File: src/rtl/pi_seq_pkg.sv
// Shared types and constants for the PI sequencer: FSM states, ALU operand
// selects, the sensor channel order and the saturation limits.
package pi_seq_pkg;

    typedef enum logic [3:0] {
        IDLE, CONV, WAIT, ACC, INTG, ICMP, PCMP, RSUB, RHT, LADD, LFT
    } state_t;

    localparam logic [2:0] SRC1_ACCUM  = 3'd0;
    localparam logic [2:0] SRC1_ITERM  = 3'd1;
    localparam logic [2:0] SRC1_ERROR1 = 3'd2;
    localparam logic [2:0] SRC1_ERROR2 = 3'd3;
    localparam logic [2:0] SRC1_FWD    = 3'd4;

    localparam logic [2:0] SRC0_A2D    = 3'd0;
    localparam logic [2:0] SRC0_INTGRL = 3'd1;
    localparam logic [2:0] SRC0_ICOMP  = 3'd2;
    localparam logic [2:0] SRC0_PCOMP  = 3'd3;
    localparam logic [2:0] SRC0_PTERM  = 3'd4;

    localparam logic [15:0] SUM_POS_SAT = 16'h07FF;
    localparam logic [15:0] SUM_NEG_SAT = 16'hF800;
    localparam logic [15:0] MUL_POS_SAT = 16'h3FFF;
    localparam logic [15:0] MUL_NEG_SAT = 16'hC000;

    localparam logic [2:0] LAST_IDX = 3'd5;

    typedef struct packed {
        logic [2:0] src1sel;
        logic [2:0] src0sel;
        logic       multiply;
        logic       sub;
        logic       mult2;
        logic       mult4;
        logic       saturate;
    } alu_ctrl_t;

    // Sensor read order, right to left across the array.
    function automatic logic [2:0] chnnl_of(input logic [2:0] idx);
        case (idx)
            3'd0:    return 3'd1;
            3'd1:    return 3'd0;
            3'd2:    return 3'd4;
            3'd3:    return 3'd2;
            3'd4:    return 3'd3;
            3'd5:    return 3'd7;
            default: return 3'd0;
        endcase
    endfunction

endpackage

File: src/rtl/pi_seq_alu.sv
// Shared combinational datapath: operand muxes, scaled add/sub with 12-bit
// saturation, and a signed 15x15 multiply with 15-bit saturation.
module alu
    import pi_seq_pkg::*;
(
    input  logic [15:0] accum,
    input  logic [15:0] pcomp,
    input  logic [11:0] err,
    input  logic [11:0] intgrl,
    input  logic [11:0] icomp,
    input  logic [11:0] a2d_res,
    input  logic [11:0] Iterm,
    input  logic [11:0] Fwd,
    input  logic [13:0] Pterm,
    input  alu_ctrl_t   ctrl,
    output logic [15:0] dst
);

    logic [15:0] src1, src0, scaled, pre_src0, sum, sat_sum, mult_sat;
    logic [29:0] op1, op0, product;
    logic        unused_prod_lsb;

    always_comb begin
        case (ctrl.src1sel)
            SRC1_ACCUM:  src1 = accum;
            SRC1_ITERM:  src1 = {4'h0, Iterm};
            SRC1_ERROR1: src1 = {{4{err[11]}}, err};
            SRC1_ERROR2: src1 = {{8{err[11]}}, err[11:4]};
            SRC1_FWD:    src1 = {4'h0, Fwd};
            default:     src1 = 16'h0000;
        endcase
        case (ctrl.src0sel)
            SRC0_A2D:    src0 = {4'h0, a2d_res};
            SRC0_INTGRL: src0 = {{4{intgrl[11]}}, intgrl};
            SRC0_ICOMP:  src0 = {{4{icomp[11]}}, icomp};
            SRC0_PCOMP:  src0 = pcomp;
            SRC0_PTERM:  src0 = {2'b00, Pterm};
            default:     src0 = 16'h0000;
        endcase
    end

    assign scaled   = ctrl.mult4 ? {src0[13:0], 2'b00} :
                      ctrl.mult2 ? {src0[14:0], 1'b0}  : src0;
    assign pre_src0 = ctrl.sub ? ~scaled : scaled;
    assign sum      = src1 + pre_src0 + {15'd0, ctrl.sub};

    always_comb begin
        sat_sum = sum;
        if (ctrl.saturate) begin
            if (sum[15] && !(&sum[14:11]))
                sat_sum = SUM_NEG_SAT;
            else if (!sum[15] && (|sum[14:11]))
                sat_sum = SUM_POS_SAT;
        end
    end

    // Sign-extend to full product width so an unsigned multiply yields the signed result.
    assign op1     = {{15{src1[14]}}, src1[14:0]};
    assign op0     = {{15{src0[14]}}, src0[14:0]};
    assign product = op1 * op0;
    assign unused_prod_lsb = ^product[11:0];

    always_comb begin
        mult_sat = product[27:12];
        if (product[29] && !(&product[28:26]))
            mult_sat = MUL_NEG_SAT;
        else if (!product[29] && (|product[28:26]))
            mult_sat = MUL_POS_SAT;
    end

    assign dst = ctrl.multiply ? mult_sat : sat_sum;

endmodule

File: src/rtl/pi_seq.sv
// PI line-follower sequencer: reads six IR channels, forms the steering error,
// updates integrator and P/I terms on the shared ALU, emits right/left drive.
//
// state | meaning
// IDLE  | wait for go; clear accumulator and channel index
// CONV  | strt_cnv pulse for channel tbl[idx]
// WAIT  | wait for cnv_cmplt, capture a2d_res
// ACC   | weighted accumulate of the reading (last one saturates into err)
// INTG  | integrator += err>>>4, saturated
// ICMP  | icomp = Iterm * intgrl
// PCMP  | pcomp = err * Pterm
// RSUB  | accum = Fwd - pcomp
// RHT   | rht = accum + icomp, saturated
// LADD  | accum = Fwd + pcomp
// LFT   | lft = accum - icomp, saturated; pulse done
module pi_seq
    import pi_seq_pkg::*;
(
    input  logic        clk,
    input  logic        rst,
    input  logic        go,
    input  logic [11:0] Iterm,
    input  logic [13:0] Pterm,
    input  logic [11:0] Fwd,
    input  logic [11:0] a2d_res,
    input  logic        cnv_cmplt,
    output logic        strt_cnv,
    output logic [2:0]  chnnl,
    output logic [11:0] rht,
    output logic [11:0] lft,
    output logic        done
);

    state_t      state;
    logic [15:0] accum, pcomp;
    logic [11:0] err, intgrl, icomp, a2d_q;
    logic [2:0]  idx;
    alu_ctrl_t   ctrl;
    logic [15:0] dst;

    alu u_alu (
        .accum   (accum),
        .pcomp   (pcomp),
        .err     (err),
        .intgrl  (intgrl),
        .icomp   (icomp),
        .a2d_res (a2d_q),
        .Iterm   (Iterm),
        .Fwd     (Fwd),
        .Pterm   (Pterm),
        .ctrl    (ctrl),
        .dst     (dst)
    );

    always_comb begin
        ctrl = '0;
        case (state)
            ACC: begin
                ctrl.src1sel = SRC1_ACCUM;
                ctrl.src0sel = SRC0_A2D;
                case (idx)
                    3'd1: ctrl.sub = 1'b1;
                    3'd2: ctrl.mult2 = 1'b1;
                    3'd3: begin ctrl.mult2 = 1'b1; ctrl.sub = 1'b1; end
                    3'd4: ctrl.mult4 = 1'b1;
                    3'd5: begin
                        ctrl.mult4    = 1'b1;
                        ctrl.sub      = 1'b1;
                        ctrl.saturate = 1'b1;
                    end
                    default: ;
                endcase
            end
            INTG: begin
                ctrl.src1sel  = SRC1_ERROR2;
                ctrl.src0sel  = SRC0_INTGRL;
                ctrl.saturate = 1'b1;
            end
            ICMP: begin
                ctrl.src1sel  = SRC1_ITERM;
                ctrl.src0sel  = SRC0_INTGRL;
                ctrl.multiply = 1'b1;
            end
            PCMP: begin
                ctrl.src1sel  = SRC1_ERROR1;
                ctrl.src0sel  = SRC0_PTERM;
                ctrl.multiply = 1'b1;
            end
            RSUB: begin
                ctrl.src1sel = SRC1_FWD;
                ctrl.src0sel = SRC0_PCOMP;
                ctrl.sub     = 1'b1;
            end
            RHT: begin
                ctrl.src1sel  = SRC1_ACCUM;
                ctrl.src0sel  = SRC0_ICOMP;
                ctrl.saturate = 1'b1;
            end
            LADD: begin
                ctrl.src1sel = SRC1_FWD;
                ctrl.src0sel = SRC0_PCOMP;
            end
            LFT: begin
                ctrl.src1sel  = SRC1_ACCUM;
                ctrl.src0sel  = SRC0_ICOMP;
                ctrl.sub      = 1'b1;
                ctrl.saturate = 1'b1;
            end
            default: ;
        endcase
    end

    always_ff @(posedge clk) begin
        if (rst) begin
            state    <= IDLE;
            accum    <= '0;
            pcomp    <= '0;
            err      <= '0;
            intgrl   <= '0;
            icomp    <= '0;
            a2d_q    <= '0;
            idx      <= '0;
            strt_cnv <= 1'b0;
            chnnl    <= '0;
            rht      <= '0;
            lft      <= '0;
            done     <= 1'b0;
        end else begin
            strt_cnv <= 1'b0;
            done     <= 1'b0;
            case (state)
                IDLE: if (go) begin
                    accum    <= '0;
                    idx      <= '0;
                    strt_cnv <= 1'b1;
                    chnnl    <= chnnl_of(3'd0);
                    state    <= CONV;
                end
                CONV: state <= WAIT;
                WAIT: if (cnv_cmplt) begin
                    a2d_q <= a2d_res;
                    state <= ACC;
                end
                ACC: begin
                    accum <= dst;
                    if (idx == LAST_IDX) begin
                        err   <= dst[11:0];
                        state <= INTG;
                    end else begin
                        idx      <= idx + 3'd1;
                        strt_cnv <= 1'b1;
                        chnnl    <= chnnl_of(idx + 3'd1);
                        state    <= CONV;
                    end
                end
                INTG: begin intgrl <= dst[11:0]; state <= ICMP; end
                ICMP: begin icomp  <= dst[11:0]; state <= PCMP; end
                PCMP: begin pcomp  <= dst;       state <= RSUB; end
                RSUB: begin accum  <= dst;       state <= RHT;  end
                RHT:  begin rht    <= dst[11:0]; state <= LADD; end
                LADD: begin accum  <= dst;       state <= LFT;  end
                LFT: begin
                    lft   <= dst[11:0];
                    done  <= 1'b1;
                    state <= IDLE;
                end
                default: state <= IDLE;
            endcase
        end
    end

endmodule

File: config.mk
export PLATFORM = sky130hd
export DESIGN_NAME = pi_seq
export DESIGN_NICKNAME = d
export VERILOG_FILES = /design/src/rtl/pi_seq_pkg.sv /design/src/rtl/pi_seq_alu.sv /design/src/rtl/pi_seq.sv
export SDC_FILE = /design/constraint.sdc
export NUM_CORES = 1
export LEC_CHECK = 0
export ABC_AREA = 1
export CAP_MARGIN = 15
export CORE_MARGIN = 2
export CORE_UTILIZATION = 57
export CTS_BUF_LIST = sky130_fd_sc_hd__clkbuf_4 sky130_fd_sc_hd__clkbuf_8 sky130_fd_sc_hd__clkbuf_16
export CTS_CLUSTER_DIAMETER = 150
export DETAILED_ROUTE_END_ITERATION = 6
export PLACE_DENSITY = 0.87
export SLEW_MARGIN = 30
export SYNTH_ARGS = -nofsm -noshare
export SYNTH_HDL_FRONTEND = slang
export SYNTH_SLANG_ARGS = --single-unit
File: constraint.sdc
create_clock -name clk -period 7.75 [get_ports clk]
set_input_delay 1.1625 -clock clk [delete_from_list [all_inputs] [get_ports clk]]
set_output_delay 1.1625 -clock clk [all_outputs]
set_load 0.03 [all_outputs]
-- Yosys cells after proc, flatten, opt, wreduce, memory -nomap -nowiden
Cells that the tools add are included.
- muxes and demuxes: 37
- reduce and logical (&&, ||, !) cells: 32
- bitwise logic cells: 1
- eq/ne operators: 30
- $mul: 1
- $add $sub $neg: 3
- operator list (operator ; count):
    16-bit 2-to-1 mux ; 10
    16-bit case mux with 5 select lines ; 2
    4-bit case mux with 10 select lines ; 1
    16-bit case mux with 2 select lines ; 1
    15-bit by 15-bit multiplier with 30-bit output ; 1
    6-bit case mux with 5 select lines ; 1
    3-bit by 2-bit equality test with 1-bit output (second input constant) ; 8
    3-bit equality test (second input constant) ; 6
    16-bit by 1-bit adder with 16-bit output ; 1
    16-bit adder ; 1
    4-bit by 3-bit equality test with 1-bit output (second input constant) ; 4
    16-bit inverter ; 1
    3-bit 2-to-1 mux ; 5
    3-bit case mux with 5 select lines ; 1
    4-bit equality test (second input constant) ; 3
    3-bit case mux with 2 select lines ; 2
    2-bit OR reduction ; 6
    3-bit OR reduction ; 4
    3-bit by 1-bit equality test with 1-bit output (second input constant) ; 3
    3-bit logical NOT ; 3
    4-bit by 2-bit equality test with 1-bit output (second input constant) ; 2
    1-bit 2-to-1 mux ; 8
    4-bit 2-to-1 mux ; 2
    2-bit AND reduction ; 4
    other kinds (12) ; 24
- output and inout port bits: 29
- input bits: 54
- flip-flop bits (word level): 116

-- Logic depth before layout (Yosys ltp)
- depth after elaboration: 18
- mapped depth: 44

-- Cells and area by module
From an unflattened synthesis, not the netlist that was laid out.
- cells, all modules: 2150
- area, all modules: 15542.4 µm²
- by module, submodules not included (module ; times used ; seq. area each (µm²) ; area an instance (µm²) ; cells an instance):
    alu ; 1 ; 0.0 ; 11178.2 ; 1576
    pi_seq ; 1 ; 2322.2 ; 4364.2 ; 574

-- Worst setup path before layout
Ideal clock, no wire load.
- path kind: register -> register
- start: reg state[2]
- end: reg icomp[6]
- cell stages (with the launch flop): 36
- path slack: -0.082 ns
- arrival: 7.717 ns
- required time: 7.635 ns
- buffers on the path: 2
- setup time: 0.115 ns
- path through: dfxtp_1 -> inv_2 -> nand2_4 -> nor2_1 -> nor2_2 -> clkbuf_1 -> inv_1 -> o21ai_1 -> inv_1 -> nor2_1 -> fa_1 -> fa_1 -> inv_1 -> fa_1 -> inv_1 -> fa_1 -> fa_1 -> inv_1 -> fa_1 -> inv_1 -> ha_1 -> a21oi_1 -> o21ai_0 -> a21oi_1 -> nor2_1 -> a2111oi_0 -> nand3_1 -> nand2_2 -> inv_2 -> nand2_2 -> buf_4 -> nand2_1 -> nand2_2 -> nand2_2 -> o21ai_0 -> inv_1
- cells in the longest elaborated chain, start to end: 17
- ends and longest elaborated chain (element ; RTL line ; text):
    start: declaration ; pi_seq.sv:34 ; state_t state;
    start signal: assignment ; pi_seq.sv:115 ; state <= IDLE;
    start signal: assignment ; pi_seq.sv:137 ; state <= CONV;
    start signal: assignment ; pi_seq.sv:139 ; CONV: state <= WAIT;
    4-bit equality test or 4-bit by 3-bit equality test with 1-bit output (tied branches) ; pi_seq.sv:57 ; case (state)
    2-bit OR reduction (no line) ; - ;
    6-bit case mux with 5 select lines ; pi_seq.sv:57 ;
    3-bit equality test, or another cell as far along ; pi_seq_alu.sv:32 ; case (ctrl.src0sel)
    16-bit case mux with 5 select lines ; pi_seq_alu.sv:32 ;
    16-bit 2-to-1 mux ; pi_seq_alu.sv:43 ; ctrl.mult2 ? {src0[14:0], 1'b0} : src0;
    16-bit 2-to-1 mux ; pi_seq_alu.sv:42 ; assign scaled = ctrl.mult4 ? {src0[13:0], 2'b00} :
    16-bit inverter ; pi_seq_alu.sv:44 ; assign pre_src0 = ctrl.sub ? ~scaled : scaled;
    16-bit 2-to-1 mux ; pi_seq_alu.sv:44 ;
    16-bit adder ; pi_seq_alu.sv:45 ; assign sum = src1 + pre_src0 + {15'd0, ctrl.sub};
    16-bit by 1-bit adder with 16-bit output ; pi_seq_alu.sv:45 ;
    4-bit OR reduction, or another cell as far along ; pi_seq_alu.sv:52 ; else if (!sum[15] && (|sum[14:11]))
    1-bit logical AND or 1-bit logical NOT (tied branches) ; pi_seq_alu.sv:52, pi_seq_alu.sv:50 ;
    16-bit 2-to-1 mux or 1-bit logical AND (tied branches) ; pi_seq_alu.sv:52, pi_seq_alu.sv:50 ;
    16-bit 2-to-1 mux ; pi_seq_alu.sv:50 ; if (sum[15] && !(&sum[14:11]))
    16-bit 2-to-1 mux ; pi_seq_alu.sv:49 ; if (ctrl.saturate) begin
    16-bit 2-to-1 mux ; pi_seq_alu.sv:71 ; assign dst = ctrl.multiply ? mult_sat : sat_sum;
    end signal: assignment ; pi_seq.sv:120 ; icomp <= '0;
    end signal: assignment ; pi_seq.sv:157 ; ICMP: begin icomp <= dst[11:0]; state <= PCMP; end
    end: declaration ; pi_seq.sv:36 ; logic [11:0] err, intgrl, icomp, a2d_q;
Parallel ways exist; a longest one is shown, timed or not.
A chain may end at the register's enable or synchronous reset.

-- Final worst setup path
- start: in Pterm[4]
- end: reg rht[10]
- cells in the longest elaborated chain, start to end: 13
- ends and longest elaborated chain (element ; RTL line ; text):
    start: declaration ; pi_seq.sv:23 ; input logic [13:0] Pterm,
    16-bit case mux with 5 select lines (*) ; pi_seq_alu.sv:32 ;
    16-bit 2-to-1 mux ; pi_seq_alu.sv:43 ;
    16-bit 2-to-1 mux ; pi_seq_alu.sv:42 ;
    16-bit inverter ; pi_seq_alu.sv:44 ;
    16-bit 2-to-1 mux ; pi_seq_alu.sv:44 ;
    16-bit adder ; pi_seq_alu.sv:45 ;
    16-bit by 1-bit adder with 16-bit output ; pi_seq_alu.sv:45 ;
    4-bit OR reduction, or another cell as far along ; pi_seq_alu.sv:52 ;
    1-bit logical AND or 1-bit logical NOT (tied branches) ; pi_seq_alu.sv:52, pi_seq_alu.sv:50 ;
    16-bit 2-to-1 mux or 1-bit logical AND (tied branches) ; pi_seq_alu.sv:52, pi_seq_alu.sv:50 ;
    16-bit 2-to-1 mux ; pi_seq_alu.sv:50 ;
    16-bit 2-to-1 mux ; pi_seq_alu.sv:49 ;
    16-bit 2-to-1 mux (*) ; pi_seq_alu.sv:71 ;
    end signal: assignment ; pi_seq.sv:125 ; rht <= '0;
    end signal: assignment ; pi_seq.sv:160 ; RHT: begin rht <= dst[11:0]; state <= LADD; end
    end: declaration ; pi_seq.sv:29 ; output logic [11:0] rht,
Every way passes the cells marked *; elsewhere a longest branch is shown, timed or not.

==> metrics.txt <==
status=finished, violations left; failing checks=DRC, setup timing; Initial Utilization=58.3%; width of the die=170 um; I/O pin cnt=83; hold path start=a2d_q[9]$_SDFFE_PP0P_; vias in the first global route=16000; Area Growth Syn to Fin=33.8%; post-place instance area=18600 um2; clock slew at reported path FFs=around 0.06 ns; Nets=roughly 2800; WL/cell=20.7 um; RD Place Congestion=1.08; Clk Latency, worst-skew pair=0.43 ns; Post-synth top flop=dfxtp_1; Finished Layout Cells=2828; post-route setup slack=-0.0524 ns; crit path time final=7.80 ns; die height=170 um; CP required=8.07 ns; area occupied by multi-input gates=12400 um2; FF+latch count, synth=116; final setup violation count=9; first-pass GRT wire length=between 80000 and 90000 um; WS Path Type=primary input to register; Slowest-stage cell, CP=fa_1; CTS tree=yes; Hold Buf Count CTS=0; via count=~16000; crit end category=register; DR pass1 iterations=7; HPWL after detailed placement=42700 um; CTS H-tree depth=4; initial drt markers=2198; core box area=27000 um2; Via density=5.81; WHS=0.460 ns; final hold violations=0; post-synthesis sequential area ratio=14.7%; r2r setup slk=roughly 0.040 ns; final cycle utilization of the critical path=101%; Post-Synthesis Mean Instance Area=7.30 um2; Design Area, Final=21100 um2; Worst VDD drop=between 150 and 200 uV; Critical Path AT=8.12 ns; # Max-Cap Violations=0; antenna viol nets, final=0; Post-synth EDFFs=0; Total GRT Usage=between 30% and 40%; critical path launch point type=primary input; grt ovf=0; Root Buffer=clkbuf_16; RSZ-0062 raised after global routing=yes; LEAKAGE=0.0108 uW; largest net degree at the start of global routing=63; CP most frequent cell=inv_1; Worst slew margin=29.4%; worst slew pin tran=1.06 ns; FP Rows=60; CTS Buffer Depth=2; Total Wirelength=58600 um; CP max FO=6; Synth Instances=2159; initial antenna violation count=0; Setup Slack @ Placement=-0.758 ns; Worst Skew=~0.016 ns; Die ar.=29000 um2; placed cells=~2700; CTS Sinks=116; worst reg2reg path startpoint=state[2]$_SDFFE_PP0P_; Synth cell types=56; IO Port Bufs=around 80; slowest cell delay on critical path=0.53 ns; fill cell count=1711; Hold WC Path Type=register to register; Final Util=78.0%; fmax=128 MHz; synthesized cell area=15800 um2; post-synth net total=2533; asr flop ratio synth=0%; FF+latch area=2330 um2; CTS buffer count=17; share of layout cells above drive strength 1=25.5%; Post-route DRC=13; pwr dens=78.7 nW/um2; Synth Warn #=0; origin of the worst setup path=Pterm[4]; Slew Limit Fails=0
-- worst paths after layout --
check / to / cells after the start
hold reg to reg: a2d_q[9]$_SDFFE_PP0P_ / 2
hold / removal: a2d_q[9]$_SDFFE_PP0P_ / 2
setup reg to reg: rht[10]$_SDFFE_PP0P_ / 41
setup / recovery: rht[10]$_SDFFE_PP0P_ / 37
-- cells by family after synthesis --
family | share of synthesized area (%)
buffers and inverters | 14.5
and+or+nand+nor | 20.4
xor gates and xnor gates | 2.83
adders and majority gates | 36.0
DFF | 14.7
AOI/OAI and AO/OA | 11.6
-- synthesized netlist by cell type, types with 6 or more instances --
library cell	instances	area share (%)
nand2_1	394	9.4
nand2_4	7	0.50
o221ai_1	12	0.67
xnor2_1	21	1.2
xor2_1	30	1.7
ha_1	98	7.8
o21ai_1	19	0.60
nor4_1	10	0.40
nor2_2	6	0.24
inv_2	10	0.24
nand3_1	36	1.1
nand2_2	27	1.1
inv_1	509	12
nor3_1	9	0.29
a221oi_1	9	0.50
fa_1	222	28
nor2_1	233	5.5
buf_2	6	0.19
o21bai_1	7	0.33
a21oi_1	125	4.0
clkbuf_1	64	1.5
o22ai_1	8	0.32
a31oi_1	7	0.28
dfxtp_1	116	15
o21ai_0	109	3.5
-- stage by stage --
| step | setup TNS (ns) | total power [uW] |
|---|---|---|
| 2_1_floorplan | 0 | 712 |
| 3_3_place_gp | -55.21 | 819 |
| 3_5_place_dp | -55.86 | 823 |
| 4_1_cts | 0 | 1610 |
| 5_1_grt | -12.71 | 1690 |
| 6_report | -0.228 | 1660 |
-- layout by cell type, fill, tap and decap left out, types with 62 or more instances in the layout --
master,Yosys,layout
a21oi_1,125,98
buf_4,3,250
clkdlybuf4s50_1,0,71
dfxtp_1,116,113
fa_1,222,205
ha_1,98,79
inv_1,509,469
nand2_1,394,345
nor2_1,233,208
o21ai_0,109,62
-- registers in the layout (all words and copies together) (netlist names) --
name      count
err          12
intgrl       12
lft          12
a2d_q        12
state         4
strt_cnv      1
done          1
pcomp        16
accum        16
icomp        12
chnnl         3
idx           3
rht          12
-- area by class of cell --
type,count,share of cell area (%)
Inverter,523,9.39
Antenna cell,1,0.0119
Tap cell,341,2.02
Clock inverter,13,0.694
Sequential cell,116,11.0
Timing Repair inverter,1,0.0237
Multi-Input combinational cell,1444,58.8
Timing Repair Buffer,370,15.9
Clock buffer,19,2.15
-- repair_timing --
item                       CTS  global route
setup endpoints to repair   88            92
cloned                       0             3
gates resized for setup     32           347
setup buffers                5            48
pin swaps                    4           135
-- power breakdown --
group          switching [uW]  internal, uW
Clock                     312           493
Combinational             148          96.0
Sequential               5.57           604
-- metal layers --
layer  global-route usage (%)  up-vias  share of wire, %
li1                         -     7133                 -
met1                     49.1     7794                36
met2                     61.5     1162                45
met3                     8.84      341                12
met4                     15.6        0               7.0
met5                        0        -                 0
-- critical path: cells and delay by family --
kind	cells	cell delay [ns]
AOI/OAI and AO/OA	2	0.21
adders and majority gates	7	3.36
buffers and inverters	12	1.56
and+or+nand+nor	16	1.79
Power figures use the tool's default switching activity.
